<file path="config.mk">
export PLATFORM = sky130hd
export DESIGN_NAME = lighting_controller_gen2
export DESIGN_NICKNAME = d
export VERILOG_FILES = /design/src/rtl/lighting_controller_gen2.sv
export SDC_FILE = /design/constraint.sdc
export NUM_CORES = 1
export LEC_CHECK = 0
export BUFFER_PORTS_ARGS = -buffer_cell sky130_fd_sc_hd__buf_2
export CAP_MARGIN = 20
export CORE_MARGIN = 2
export CORE_UTILIZATION = 53
export DETAILED_ROUTE_END_ITERATION = 6
export PLACE_DENSITY_LB_ADDON = 0.25
export SLEW_MARGIN = 10
export SYNTH_ARGS = -nofsm -noshare
export SYNTH_HDL_FRONTEND = slang
export SYNTH_SLANG_ARGS = --single-unit
</file>
<file path="constraint.sdc">
create_clock -name clk -period 3.4 [get_ports clk]
set_input_delay 0.68 -clock clk [delete_from_list [all_inputs] [get_ports clk]]
set_output_delay 0.68 -clock clk [all_outputs]
set_load 0.02 [all_outputs]
</file>
<file path="src/rtl/lighting_controller_gen2.sv">
// Room lighting controller: latches shade/lamp targets from a time code
// and ramps the shade position and lamp count toward them one step at a time.
module lighting_controller_gen2 #(
  parameter int NUM_LIGHTS = 16,
  parameter int LVL_W      = 4,
  parameter int RAMP_DIV   = 4,
  localparam int CNT_W     = $clog2(NUM_LIGHTS + 1)
) (
  input  logic                  clk,
  input  logic                  rst_n,
  input  logic                  req,
  input  logic [3:0]            tcode,
  input  logic [LVL_W-1:0]      ulight,
  input  logic [LVL_W-1:0]      length,
  output logic [LVL_W-1:0]      wshade,
  output logic [CNT_W-1:0]      lightnum,
  output logic [NUM_LIGHTS-1:0] lightstate,
  output logic                  busy,
  output logic                  done
);

  localparam int DIV_W = $clog2(RAMP_DIV);
  localparam int MW    = (LVL_W > CNT_W) ? LVL_W : CNT_W;

  localparam logic IDLE = 1'b0;
  localparam logic RAMP = 1'b1;

  localparam logic [LVL_W-1:0] SHADE_MAX = '1;
  localparam logic [MW-1:0]    NL_X      = MW'(NUM_LIGHTS);
  localparam logic [DIV_W-1:0] DIV_LAST  = DIV_W'(RAMP_DIV - 1);

  logic             state;
  logic [DIV_W-1:0] div;
  logic [DIV_W-1:0] div_nxt;
  logic [LVL_W-1:0] tgt_shade;
  logic [CNT_W-1:0] tgt_lights;

  logic [LVL_W-1:0] new_shade;
  logic [CNT_W-1:0] new_lights;
  logic [MW-1:0]    len_x;
  logic [MW-1:0]    half_x;

  logic             step;
  logic             at_tgt;
  logic [LVL_W-1:0] shade_step;
  logic [CNT_W-1:0] light_step;

  // Decode the time code into fresh targets; lamp count is clamped
  // to the number of lamps fitted, compared at full width.
  always_comb begin
    len_x      = MW'(length);
    half_x     = MW'(length >> 1);
    new_shade  = wshade;
    new_lights = '0;
    case (tcode)
      4'b0001: new_shade = SHADE_MAX;
      4'b0010: new_shade = ulight;
      4'b0100: begin
        new_shade  = '0;
        new_lights = CNT_W'((len_x < NL_X) ? len_x : NL_X);
      end
      4'b1000: begin
        new_shade  = '0;
        new_lights = CNT_W'((half_x < NL_X) ? half_x : NL_X);
      end
      default: ;
    endcase
  end

  // One-step move of each output toward its current target.
  always_comb begin
    step    = (div == DIV_LAST);
    div_nxt = step ? '0 : div + 1'b1;
    at_tgt  = (lightnum == tgt_lights) && (wshade == tgt_shade);

    light_step = lightnum;
    if (lightnum < tgt_lights)
      light_step = lightnum + 1'b1;
    else if (lightnum > tgt_lights)
      light_step = lightnum - 1'b1;

    shade_step = wshade;
    if (wshade < tgt_shade)
      shade_step = wshade + 1'b1;
    else if (wshade > tgt_shade)
      shade_step = wshade - 1'b1;
  end

  // Ramp FSM: retarget keeps the divider phase; req beats completion.
  always_ff @(posedge clk or negedge rst_n) begin
    if (!rst_n) begin
      state      <= IDLE;
      div        <= '0;
      tgt_shade  <= '0;
      tgt_lights <= '0;
      wshade     <= '0;
      lightnum   <= '0;
      done       <= 1'b0;
    end else begin
      done <= 1'b0;
      case (state)
        IDLE: begin
          if (req) begin
            state      <= RAMP;
            div        <= '0;
            tgt_shade  <= new_shade;
            tgt_lights <= new_lights;
          end
        end
        RAMP: begin
          if (!req && at_tgt) begin
            state <= IDLE;
            div   <= '0;
            done  <= 1'b1;
          end else begin
            div <= div_nxt;
            if (step) begin
              lightnum <= light_step;
              wshade   <= shade_step;
            end
            if (req) begin
              tgt_shade  <= new_shade;
              tgt_lights <= new_lights;
            end
          end
        end
        default: state <= IDLE;
      endcase
    end
  end

  assign busy = (state == RAMP);

  // Thermometer view of the registered lamp count.
  for (genvar i = 0; i < NUM_LIGHTS; i++) begin : g_therm
    assign lightstate[i] = (lightnum > CNT_W'(i));
  end

endmodule

</file>
==> results of run 1 <==
## how the worst max path moves through the flow
stage	start	to	slack [ps]	depth (start not counted)
after floorplan	wshade[1]$_DFFE_PN0P_	wshade[3]$_DFFE_PN0P_	720	10
after global placement	wshade[1]$_DFFE_PN0P_	wshade[3]$_DFFE_PN0P_	660	10
after detailed placement	wshade[3]$_DFFE_PN0P_	wshade[3]$_DFFE_PN0P_	590	9
after CTS	wshade[3]$_DFFE_PN0P_	wshade[3]$_DFFE_PN0P_	560	9
after global routing	wshade[3]$_DFFE_PN0P_	wshade[3]$_DFFE_PN0P_	350	9
final	wshade[3]$_DFFE_PN0P_	wshade[3]$_DFFE_PN0P_	560	9
## where the power goes
part / internal (mW) / switching, mW / total (mW)
sequential: 0.340 / 0.151 / 0.491
clock: 0.0458 / 0.0754 / 0.121
combinational: 0.508 / 0.727 / 1.23
## metrics by stage
step	area (um^2)	cells
after detailed placement	1850	259
after global placement	1850	259
after CTS	1870	263
after global routing	1870	263
after floorplan	1620	191
final	1870	263
## flip-flops by register name, indices dropped and copies added (netlist names)
name,flops
busy,1
lightnum,5
done,1
div,2
wshade,4
tgt_shade,4
tgt_lights,4
## cell families (layout without fill, tap and decap cells)
| logic type | count (synthesis) | count (layout) |
|---|---|---|
| adder cells (fa/ha/maj) | 18 | 18 |
| flip-flops | 21 | 21 |
| buffers and inverters | 24 | 63 |
| multiplexers | 6 | 6 |
| XOR/XNOR | 6 | 6 |
| AO/OA/AOI/OAI | 59 | 59 |
| AND/OR/NAND/NOR | 57 | 57 |
## final cells by class
cell class,instances,area share (%)
sequential,21,28.1
tap,33,2.21
multi-input combinational,146,53.7
inverter,18,3.61
clock buffer,4,1.40
timing repair buffer,41,11.0
## metal layers
metal	GRT usage, %	share of wire, %	up-vias
met3	2.18	4.7	4
met5	0	0	-
met4	6.82	1.1	0
li1	-	-	764
met1	28.0	47	698
met2	38.9	47	48
## worst max-delay path, delay by kind of cell (launching register included)
| kind | cells | cell delay (ps) |
|---|---|---|
| simple gates | 3 | 400 |
| compound gates | 4 | 1150 |
| fa+ha+maj | 2 | 690 |
| flops | 1 | 480 |
## Yosys cell counts, types with 2 or more instances
master / instances
nor2b_1: 2
nor3_1: 3
inv_1: 17
o22ai_1: 5
a221oi_1: 3
or3_1: 3
nand2_1: 18
mux2i_1: 3
nand4_1: 2
ha_1: 17
nor2_1: 14
xnor2_1: 5
a21oi_1: 15
clkbuf_1: 6
dfrtp_1: 21
a22oi_1: 3
o21ai_0: 21
mux2_2: 3
nand3_1: 6
nand2b_1: 3
==> results.cfg, run 1 <==
[critical_path]
end_kind = flip-flop
r2r_start = wshade[3]$_DFFE_PN0P_
r2r_setup_slack_ps = 560
cp.required_ps = 3600
slowest_delay_ps = 480
r2r_end = wshade[3]$_DFFE_PN0P_
crit_fanout = 9
critPathLaunchType = flip-flop
crit_arrival_ps = 3040
crit_type = flip-flop to flip-flop
crit_path_top_delay_cell = dfrtp_1
reg2regPathDepth = 9
worstPathCellList = ha_1 > a21oi_1 > nand2_1 > ha_1 > a21o_1 > a21oi_1 > or3_1 > nor3_1 > a2111o_1

[die]
io_pins = 42
num_rows = 20
start_util_pct = 54.5
die_w_um = 59.3
die_h_um = 59.3
dieArea_um2 = 3520
core_um2 = 2980

[clocking]
cts_made_buffers = 3
cts_tree = built
cts_htree_levels = 1
cts_root_buf = clkbuf_4
cts_resized = 0
hold_buffers = 0
cts_setup_buffers = 0
clk_transition_reported_paths_ps = 110
clk_latency_ps = 300
cts.sinks = 21
cts_max_path_buffers = 2

[routing]
drcViolationCount = 0
vias = 1514
viasPerCell = 5.76
wl_per_cell_um = 13.2
postRouteWirelength_mm = 3.48
drt-initial-drc-count = 109
firstDrtPassIters = 4
antenna_left = 0

[pwr]
leakage_nw = 0.880
power.density_nw_per_um2 = 987
total_power_mw = 1.85
ir_worst_vdd_mv = 0.502

[sta]
fin_crit_sh_pct = 83.6
finalSetupTns_ps = 0
max_clock_freq_mhz = 352
fin_skew_ps = 2.13
setup_ws_ps = 558
worstMarginPinSlew_ps = 647
fin_crit_ps = 2840
hold_violations = 0
rsz0062_at_grt = false
hold_ws_ps = 318
report.final.slew_viol_count = 0
slew_headroom_pct = 56.9
finalSetupViolations = 0

[synth]
yosysTopAreaCell = dfrtp_1
syn_area_per_cell_um2 = 8.49
synth_compound_area_share_pct = 23.1
synth_mux_area_share_pct = 3.94
syn-num-nets = 224
synth_enable_flop_cells = 0
ys_top_cells_by_area = dfrtp_1 32%, ha_1 13%, o21ai_0 6.5%, a21oi_1 4.6%, nand2_1 4.2%
ys_async_sr_fraction_pct = 100
synth_top_family_by_area = compound AO/OA/AOI/OAI gates
synth-seq-area-share_pct = 32.4
synth_area_um2 = 1620
synth_xor_area_share_pct = 3.24
synthAdderAreaFrac_pct = 14.4
synth_ff_type = dfrtp_1
syn_inst = 191
synth_top_area_share_pct = 32.4
yosys_warnings = 0
synth.distinct_cells = 41
synth-simple-area-share_pct = 17.4
ys_seq_elements = 21

[min_path]
hp-class = primary input to async pin

[placed_design]
gp_congestion = 0.751
io_buffers = 41
dp_hpwl_mm = 2.60
pre_cts_slack_ps = 588

[finish]
final_common_cell = buf_2
num_antenna_cells = 0
ff_latch_area_um2 = 526
drive_gt1_share_pct = 23.0
area_growth_pct = 15.4
fin_nets = 264
layout.cells.most_common_list = 41 x buf_2, 21 x o21ai_0, 21 x dfrtp_1
num-fill-cells = 277
multiInputGateArea_um2 = 1010
utilization_pct = 62.9

[job]
cap_viol_max_count = 0

[global_route]
grt_overflow_total = 0
antenna_found_initial = 0
grt_pass1_vias = 1381
grt_pass1_wl_mm = 6.01
grt_max_degree = 22
grt.total_usage_pct = 22.0

[run_status]
status = finished clean
No activity file was read; power rests on OpenSTA's default activity.
==> run 2: changes to the inputs <==
- ABC_AREA: not set -> 1
- clock period: 3.4 -> 2.85 ns (I/O delays scaled with it)
==> results.cfg, run 2 <==
[die]
start_util_pct = 55.9
io_pins = 42
dieArea_um2 = 3720
core_um2 = 3080
die_h_um = 61.0
num_rows = 20
die_w_um = 61.0

[global_route]
grt_pass1_vias = 1305
grt-busiest-layer = met2
grt_max_degree = 22
grt_overflow_total = 0
met1_usage_pct = 26.9
globalRouteMet3Util_pct = 1.92
grt.total_usage_pct = 19.6
grt_pass1_wl_mm = 5.48
antenna_found_initial = 0
grt_use_met2_pct = 31.5

[routing]
postRouteWirelength_mm = 3.39
drcViolationCount = 0
firstDrtPassIters = 4
viasPerCell = 4.92
antenna_left = 0
wl_per_cell_um = 10.3
vias = 1613
drt-initial-drc-count = 81

[synth]
syn_inst = 243
synth_area_um2 = 1720
yosysTopAreaCell = dfrtp_1
yosys_warnings = 0
synth_top_area_share_pct = 30.6
synth_enable_flop_cells = 0
syn-num-nets = 276
synth.distinct_cells = 29
ys_top_cells_by_area = dfrtp_1 31%, nand2_1 16%, ha_1 12%, inv_1 8.5%, nand3_1 4.9%
ys_async_sr_fraction_pct = 100
ys_seq_elements = 21
syn_area_per_cell_um2 = 7.07
synthTopCellsByCount = 74 x nand2_1, 39 x inv_1, 21 x dfrtp_1
yosysMostFrequentCell = nand2_1
synth-seq-area-share_pct = 30.6
synth_ff_type = dfrtp_1

[finish]
largest_reg_flops = 5
regMostFlops = lightnum
area_growth_pct = 15.1
layout.cells.most_common_list = 74 x nand2_1, 41 x buf_2, 39 x inv_1
num_antenna_cells = 0
final_common_cell = nand2_1
drive_gt1_share_pct = 19.7
fin_nets = 318

[sta]
report.final.slew_viol_count = 0
max_clock_freq_mhz = 432
hold_violations = 0
fin_skew_ps = 7.22
slew_headroom_pct = 68.0
worstMarginPinSlew_ps = 479
setup_ws_ps = 534
finalSetupViolations = 0
finalSetupTns_ps = 0
rsz0062_at_grt = false
fin_crit_ps = 2320
fin_crit_sh_pct = 81.3

[critical_path]
r2r_start = wshade[1]$_DFFE_PN0P_
slowest_delay_ps = 580
worstPathCellList = inv_1 > a21oi_1 > nand2_1 > o21ai_0 > buf_2
crit_type = flip-flop to primary output
crit_path_start = lightnum[2]$_DFFE_PN0P_
crit_path_top_delay_cell = dfrtp_1
crit_family = flip-flops
path_depth = 5
reg2regPathDepth = 16
end_kind = primary output
path_buf_inv = 2
critPathLaunchType = flip-flop
crit_arrival_ps = 1750
cp.required_ps = 2280
crit_fanout = 10

[pwr]
total_power_mw = 2.36
switching_share_pct = 55.4
ir_worst_vdd_mv = 0.478
power_frac_clock_pct = 6.3
leakage_nw = 1.17
p_int_mw = 1.05
power.switching_mw = 1.31
sequentialPowerShare_pct = 23.3
power_frac_comb_pct = 70.3
power.density_nw_per_um2 = 1190

[min_path]
hp-class = primary input to async pin

[clocking]
cts_setup_buffers = 0
cts_htree_levels = 1
cts_resized = 0
hold_buffers = 0
cts_root_buf = clkbuf_4
cts_tree = built
cts_made_buffers = 3
cts.sinks = 21
clk_transition_reported_paths_ps = 120
cts_max_path_buffers = 2
clk_latency_ps = 320

[placed_design]
dp_hpwl_mm = 2.66
pre_cts_slack_ps = 607
gp_congestion = 0.843
io_buffers = 41

[run_status]
status = finished clean

[job]
cap_viol_max_count = 0
run 2: changes by cell type after synthesis, sizes merged, moves of 4 or more:
cell / previous run / this run
buf: 0 / 4
nand2: 18 / 79
xnor2: 5 / 0
inv: 17 / 42
xor2: 1 / 5
a21oi: 15 / 10
nand3: 6 / 17
nand2b: 4 / 0
o21ai: 21 / 13
or3: 4 / 0
clkbuf: 6 / 0
run 2: layer usage:
metal	vias to the layer above	part of all wire, %
li1	856	-
met1	707	50
met2	43	44
met3	7	4.2
met4	0	2.1
met5	-	0
run 2: final timing paths:
check | end | slack, ps
max | lightstate[13] | 530
min | tgt_lights[3]$_DFFE_PN0P_ | 190
max reg2reg | wshade[3]$_DFFE_PN0P_ | 580
min reg2reg | div[1]$_DFFE_PN0P_ | 510
max in group asynchronous | tgt_lights[0]$_DFFE_PN0P_ | 2330
min in group clk | div[1]$_DFFE_PN0P_ | 510
run 2: area by class of cell:
cell class                      count  area [um^2]
Multi-Input combinational cell    175         1010
Fill cell                         319         1100
Sequential cell                    21          526
Inverter                           43          161
Clock buffer                        4         26.3
Tap cell                           44         55.1
Timing Repair Buffer               41          205
run 2: power groups by stage:
stage | registers (mW) | clock network (mW) | logic [mW]
3_5_place_dp | 0.558 | 0 | 1.67
3_3_place_gp | 0.551 | 0 | 1.64
4_1_cts | 0.552 | 0.155 | 1.67
6_report | 0.551 | 0.150 | 1.66
5_1_grt | 0.572 | 0.165 | 1.89
2_1_floorplan | 0.568 | 0 | 1.26
run 2: logic make-up after synthesis:
family | Yosys count | synth area share, %
fa+ha+maj | 18 | 13.5
compound gates | 32 | 11.1
flops | 21 | 30.6
buf+inv | 47 | 10.9
xor+xnor | 5 | 2.55
simple gates | 120 | 31.3
run 2: through the flow:
stage	utilization [%]	hold slack [ps]	cell area (um^2)	cells
final	64.3	192	1980	328
after global routing	64.3	228	1980	328
after CTS	64.3	205	1980	328
after detailed placement	63.5	482	1950	324
after global placement	63.5	467	1950	324
after floorplan	-	274	1720	243
